$ cat config.mk
export PLATFORM = sky130hd
export DESIGN_NAME = mem_arbiter
export DESIGN_NICKNAME = d
export VERILOG_FILES = /design/src/rtl/mem_arbiter_pkg.sv /design/src/rtl/mem_arbiter.sv
export SDC_FILE = /design/constraint.sdc
export NUM_CORES = 1
export LEC_CHECK = 0
export ABC_AREA = 1
export ABC_CLOCK_PERIOD_IN_PS = 2750
export BUFFER_PORTS_ARGS = -buffer_cell sky130_fd_sc_hd__buf_4
export CAP_MARGIN = 20
export CORE_UTILIZATION = 50
export CTS_BUF_LIST = sky130_fd_sc_hd__clkbuf_8 sky130_fd_sc_hd__clkbuf_16
export DETAILED_ROUTE_END_ITERATION = 6
export PLACE_DENSITY = 0.86
export SYNTH_ARGS = -nofsm -noshare
export SYNTH_HDL_FRONTEND = slang
export SYNTH_SLANG_ARGS = --single-unit
$ cat constraint.sdc
create_clock -name clk -period 2.75 [get_ports clk]
set_input_delay 0.275 -clock clk [delete_from_list [all_inputs] [get_ports clk]]
set_output_delay 0.275 -clock clk [all_outputs]
set_load 0.02 [all_outputs]
$ cat src/rtl/mem_arbiter_pkg.sv
// Shared definitions for the memory-bus arbiter.
// Holds the arbiter state encoding, the bus command payload layout
// and the fixed-priority decision helper used in the idle state.
package mem_arbiter_pkg;

  localparam int unsigned MEM_ADDR_W = 32;
  localparam int unsigned MEM_DATA_W = 32;
  localparam int unsigned MEM_BE_W   = MEM_DATA_W / 8;

  typedef enum logic [1:0] {
    ARB_IDLE = 2'd0,
    ARB_I    = 2'd1,
    ARB_D    = 2'd2
  } arb_state_e;

  typedef struct packed {
    logic                  we;
    logic [MEM_BE_W-1:0]   be;
    logic [MEM_ADDR_W-1:0] addr;
    logic [MEM_DATA_W-1:0] wdata;
  } mem_bus_cmd_t;

  // Fetch wins when it is alone, or when it has lost too many conflicts.
  function automatic logic pick_fetch(input logic i_req, input logic d_req,
                                      input logic starved);
    return i_req && (!d_req || starved);
  endfunction

endpackage

$ cat src/rtl/mem_arbiter.sv
// Arbiter sharing the single external memory bus between instruction
// fetch and the data-memory stage, one outstanding transaction at a time.
// Ports:
//   clk, rst_n                         clock, async active-low reset
//   i_req/i_addr/i_gnt                 fetch request, grant is combinational
//   i_rvalid/i_rdata                   registered fetch completion
//   i_flash                            discard the in-flight fetch response
//   d_req/d_we/d_be/d_addr/d_wdata     data request, d_gnt combinational
//   d_rvalid/d_rdata                   registered data completion
//   bus_req/bus_we/bus_be/bus_addr/bus_wdata  registered bus command
//   bus_ack/bus_rdata                  bus completion and read data
//   i_busy/d_busy                      request pending but not granted
// The captured command is sized by the package bus widths.
module mem_arbiter
  import mem_arbiter_pkg::*;
#(
  parameter int unsigned ADDR_W       = MEM_ADDR_W,
  parameter int unsigned DATA_W       = MEM_DATA_W,
  parameter int unsigned STARVE_LIMIT = 4
) (
  input  logic                clk,
  input  logic                rst_n,
  input  logic                i_req,
  input  logic [ADDR_W-1:0]   i_addr,
  output logic                i_gnt,
  output logic                i_rvalid,
  output logic [DATA_W-1:0]   i_rdata,
  input  logic                i_flash,
  input  logic                d_req,
  input  logic                d_we,
  input  logic [DATA_W/8-1:0] d_be,
  input  logic [ADDR_W-1:0]   d_addr,
  input  logic [DATA_W-1:0]   d_wdata,
  output logic                d_gnt,
  output logic                d_rvalid,
  output logic [DATA_W-1:0]   d_rdata,
  output logic                bus_req,
  output logic                bus_we,
  output logic [DATA_W/8-1:0] bus_be,
  output logic [ADDR_W-1:0]   bus_addr,
  output logic [DATA_W-1:0]   bus_wdata,
  input  logic                bus_ack,
  input  logic [DATA_W-1:0]   bus_rdata,
  output logic                i_busy,
  output logic                d_busy
);

  localparam int unsigned BE_W  = DATA_W / 8;
  localparam int unsigned CNT_W = $clog2(STARVE_LIMIT + 1);
  localparam logic [CNT_W-1:0] CNT_MAX = CNT_W'(STARVE_LIMIT);

  arb_state_e         state_q, state_d;
  logic [CNT_W-1:0]   starve_cnt_q, starve_cnt_d;
  logic               drop_i_q, drop_i_d;
  logic               bus_req_q, bus_req_d;
  mem_bus_cmd_t       bus_cmd_q, bus_cmd_d;
  logic               i_rvalid_q, i_rvalid_d;
  logic [DATA_W-1:0]  i_rdata_q, i_rdata_d;
  logic               d_rvalid_q, d_rvalid_d;
  logic [DATA_W-1:0]  d_rdata_q, d_rdata_d;

  logic idle, gnt_i, gnt_d, ack_v;

  // Grant decision; suppressed while reset is asserted so all outputs read 0.
  always_comb begin
    idle  = rst_n && (state_q == ARB_IDLE);
    gnt_i = idle && pick_fetch(i_req, d_req, starve_cnt_q == CNT_MAX);
    gnt_d = idle && d_req && !gnt_i;
    // An ack only counts while a request is actually on the bus.
    ack_v = bus_ack && bus_req_q;
  end

  // Next-state, command capture and completion logic.
  always_comb begin
    state_d      = state_q;
    starve_cnt_d = starve_cnt_q;
    drop_i_d     = drop_i_q;
    bus_req_d    = bus_req_q;
    bus_cmd_d    = bus_cmd_q;
    i_rvalid_d   = 1'b0;
    i_rdata_d    = i_rdata_q;
    d_rvalid_d   = 1'b0;
    d_rdata_d    = d_rdata_q;

    case (state_q)
      ARB_IDLE: begin
        if (gnt_i) begin
          state_d         = ARB_I;
          bus_req_d       = 1'b1;
          bus_cmd_d.we    = 1'b0;
          bus_cmd_d.be    = '1;
          bus_cmd_d.addr  = MEM_ADDR_W'(i_addr);
          bus_cmd_d.wdata = '0;
          starve_cnt_d    = '0;
        end else if (gnt_d) begin
          state_d         = ARB_D;
          bus_req_d       = 1'b1;
          bus_cmd_d.we    = d_we;
          bus_cmd_d.be    = MEM_BE_W'(d_be);
          bus_cmd_d.addr  = MEM_ADDR_W'(d_addr);
          bus_cmd_d.wdata = MEM_DATA_W'(d_wdata);
          // Data won a conflict: count toward fetch starvation, saturating.
          if (i_req && (starve_cnt_q != CNT_MAX)) begin
            starve_cnt_d = starve_cnt_q + CNT_W'(1);
          end
        end
      end
      ARB_I: begin
        if (ack_v) begin
          state_d   = ARB_IDLE;
          bus_req_d = 1'b0;
          drop_i_d  = 1'b0;
          // A flush in the ack cycle discards the response as well.
          if (!(drop_i_q || i_flash)) begin
            i_rvalid_d = 1'b1;
            i_rdata_d  = bus_rdata;
          end
        end else if (i_flash) begin
          drop_i_d = 1'b1;
        end
      end
      ARB_D: begin
        if (ack_v) begin
          state_d    = ARB_IDLE;
          bus_req_d  = 1'b0;
          d_rvalid_d = 1'b1;
          d_rdata_d  = bus_cmd_q.we ? '0 : bus_rdata;
        end
      end
      default: state_d = ARB_IDLE;
    endcase
  end

  // State and output registers.
  always_ff @(posedge clk or negedge rst_n) begin
    if (!rst_n) begin
      state_q      <= ARB_IDLE;
      starve_cnt_q <= '0;
      drop_i_q     <= 1'b0;
      bus_req_q    <= 1'b0;
      bus_cmd_q    <= '0;
      i_rvalid_q   <= 1'b0;
      i_rdata_q    <= '0;
      d_rvalid_q   <= 1'b0;
      d_rdata_q    <= '0;
    end else begin
      state_q      <= state_d;
      starve_cnt_q <= starve_cnt_d;
      drop_i_q     <= drop_i_d;
      bus_req_q    <= bus_req_d;
      bus_cmd_q    <= bus_cmd_d;
      i_rvalid_q   <= i_rvalid_d;
      i_rdata_q    <= i_rdata_d;
      d_rvalid_q   <= d_rvalid_d;
      d_rdata_q    <= d_rdata_d;
    end
  end

  assign i_gnt     = gnt_i;
  assign d_gnt     = gnt_d;
  assign i_busy    = rst_n && i_req && !gnt_i;
  assign d_busy    = rst_n && d_req && !gnt_d;
  assign bus_req   = bus_req_q;
  assign bus_we    = bus_cmd_q.we;
  assign bus_be    = BE_W'(bus_cmd_q.be);
  assign bus_addr  = ADDR_W'(bus_cmd_q.addr);
  assign bus_wdata = DATA_W'(bus_cmd_q.wdata);
  assign i_rvalid  = i_rvalid_q;
  assign i_rdata   = i_rdata_q;
  assign d_rvalid  = d_rvalid_q;
  assign d_rdata   = d_rdata_q;

endmodule

==> impl_results.md <==
- Data arrival, critical path: 2.32 ns
- Die Height: ~110 um
- CP Capture Type: output port
- Flop-to-flop setup slack: 0.57 ns
- Ports: 279
- Via Count: between 5000 and 6000
- Gpl congestion: 0.789
- Top cells by instance count after synthesis: nand2_1, dfrtp_1, nand3_1
- DRC viols: 0
- Buf/Inv on CP: 4
- Drt first pass iters: 5
- Hold Path Cell Cnt: 3
- RSZ-0062 raised after global routing: no
- Worst setup margin: 0.155 ns
- Root Driver: clkbuf_16
- Post-synth EDFFs: 0
- Vias in the first global route: 5363
- Post-Syn Area per Cell: 8.71 um2
- Clock skew: around 0.0083 ns
- Final core occ: approximately 78%
- Max Fclk: 385 MHz
- WP data required: 2.48 ns
- Slew at the pin closest to its max-slew limit: around 1.1 ns
- Overflow left after global routing: 0
- Initial antenna violation count: 0
- Syn nets: 809
- Top Family by Delay on Critical Path: buffers and inverters
- R2R depth: 10
- Initial core utilization: around 52%
- Fraction of registers with async set/reset: 100%
- Synth area leaders: dfrtp_1, nand2_1, nand3_1
- Reg area: 3550 um2
- Max-cap violations: 0
- Total inserted antenna cells: 0
- R2r endpoint: bus_addr[23]
- Clk slew on worst S/H paths: 0.06 ns
- Post-detail-place hpwl: 12600 um
- CP Launch Type: input port
- Setup tns final: 0 ns
- Top FF cell, synth: dfrtp_1
- Largest net degree at the start of global routing: 76
- Worst r2r src: starve_cnt_q[0]
- CTS buffer count: 17
- Most common cell in the netlist: nand2_1
- HP Class: input port to flip-flop
- First-pass GRT wire length: 26500 um
- GR Util All Layers: 29.2%
- Yosys top cell by area: dfrtp_1
- Synthesis-to-finish area growth: 48.8%
- DR WL/cell: 16.1 um
- Synth top area share: 61.4%
- Setup violators final: 0
- Final period utilization: between 90% and 100%
- FF+latch count, synth: 142
- Crit Path Class: input port to output port
- Synth warnings: 0
- CP cell instances: dlygate4sd3_1 -> buf_6 -> nand2_1 -> nor2_4 -> nand2_4 -> clkinv_4 -> nor2_4 -> nor2_1 -> buf_4
- TritonCTS sink count: 142
- Clock buffer depth: 2
- Std cell rows: 38
- Yosys cell types: 20
- Final hold slack: 0.0651 ns
- Fin. max-slew vios: 0
- Finished Layout Cells: 1091
- Die Footprint: between 10000 and 15000 um2
- CTS tree: done
- H-tree level count: 4
- DP Worst Slack: 0.617 ns
- Fill cells: 784
- Syn Inst Count: around 670
- CP max stage delay: 0.55 ns
- CP max stage cell: dlygate4sd3_1
- Share of cells above drive strength 1: 34.4%
- Hold Fails Final Rpt: 0
- Final Instance Area: 8620 um2
- Core Box Area: 11100 um2
- Most used cell, CP: nor2_4
- Hold endpoint: bus_wdata[5]
- Multi-input gate area in the final layout: between 1500 and 2000 um2
- Minimum clock period: 2.60 ns
- Pleak: 4.82 nW
- Initial drt markers: 470
- Slew margin rel.: 29.8%
- Design Power: 10.6 mW
- PwrDens: 1230 nW/um2
- Outcome: complete, no violations
- Post-CTS Repair Setup Buffers: 0
- Die X: 110 um
- VDD IR-drop max: 0.660 mV
- Mean number of vias per cell: 5.14
- Placed insts: 1058
- Worst-Skew Late Latency: 0.40 ns
- Placed cell area: 7970 um2
- CP max FO: 36
- Routed Antenna Nets: 0
- Register area share after synthesis: 61.4%
- Port bufs: 278
- Post-Route WL: 17600 um
- Nets: 1082
- Mapped cell area: 5790 um2
- Hold Startpoint: d_wdata[5]
## cells by family (layout without fill, tap and decap cells)
logic type	after synthesis	in the layout	synth area share (%)
adders and majority gates	5	5	1.08
DFF	142	142	61.4
buffers and inverters	54	340	4.39
and+or+nand+nor	424	424	29.7
AOI/OAI and AO/OA	40	40	3.46
## worst register-to-register path, delay by kind of cell, from the launching register on
kind / cells / cell delay (ns)
simple gates: 6 / 0.98
buf+inv: 3 / 0.59
flops: 1 / 0.35
fa+ha+maj: 1 / 0.20
## layout by cell type (no fill, tap or decap), drive strengths merged, types with 5 or more instances in the layout
cell | synthesis | routed
o21ai | 39 | 39
ha | 5 | 5
nor2 | 17 | 17
clkbuf | 9 | 17
bufinv | 0 | 5
inv | 19 | 24
nand3 | 70 | 70
dfrtp | 142 | 142
nand2 | 334 | 334
buf | 25 | 287
## registers in the layout, summed over array words and instances, names as in the netlist, 2 cells and up
name	flops
bus_addr	32
bus_be	4
bus_wdata	32
d_rdata	32
i_rdata	32
starve_cnt_q	3
state_q	2
## area by class of cell
cell class	count	area share (%)
repair buffers	288	25.3
clock buffers	17	4.94
inverters	20	0.929
well taps	140	2.03
clock inverters	15	2.53
flip-flops and latches	142	41.2
multi-input cells	469	23.1
## what timing repair did
item / in CTS / in global routing
endpoints found under the hold margin: 28 / 0
hold buffers: 1 / 0
resized for setup: 0 / 0
## worst max path at each step
| stage | start | to | slack [ns] | cells after the start |
|---|---|---|---|---|
| 2_1_floorplan | state_q[0] | d_busy | 0.89 | 9 |
| 3_3_place_gp | state_q[0] | bus_addr[22] | 0.69 | 10 |
| 3_5_place_dp | state_q[0] | bus_addr[31] | 0.62 | 7 |
| 4_1_cts | rst_n | d_busy | 0.13 | 9 |
| 5_1_grt | rst_n | d_busy | 0.05 | 9 |
| 6_report | rst_n | d_busy | 0.15 | 9 |
## layer usage
layer  track usage (%)  vias up  wire length [um]
met5                 0        -                 0
met4              13.8        0               641
met3              6.82       48              1280
met2              49.3      238              8920
met1              35.6     2681              6770
li1                  -     2637                 -
## where the power goes
part           internal, mW  switching, mW  leakage (nW)
clock network          1.61          0.902         0.317
logic                  1.80           2.72          2.69
registers              3.03          0.535          1.82
Power figures use the tool's default switching activity.
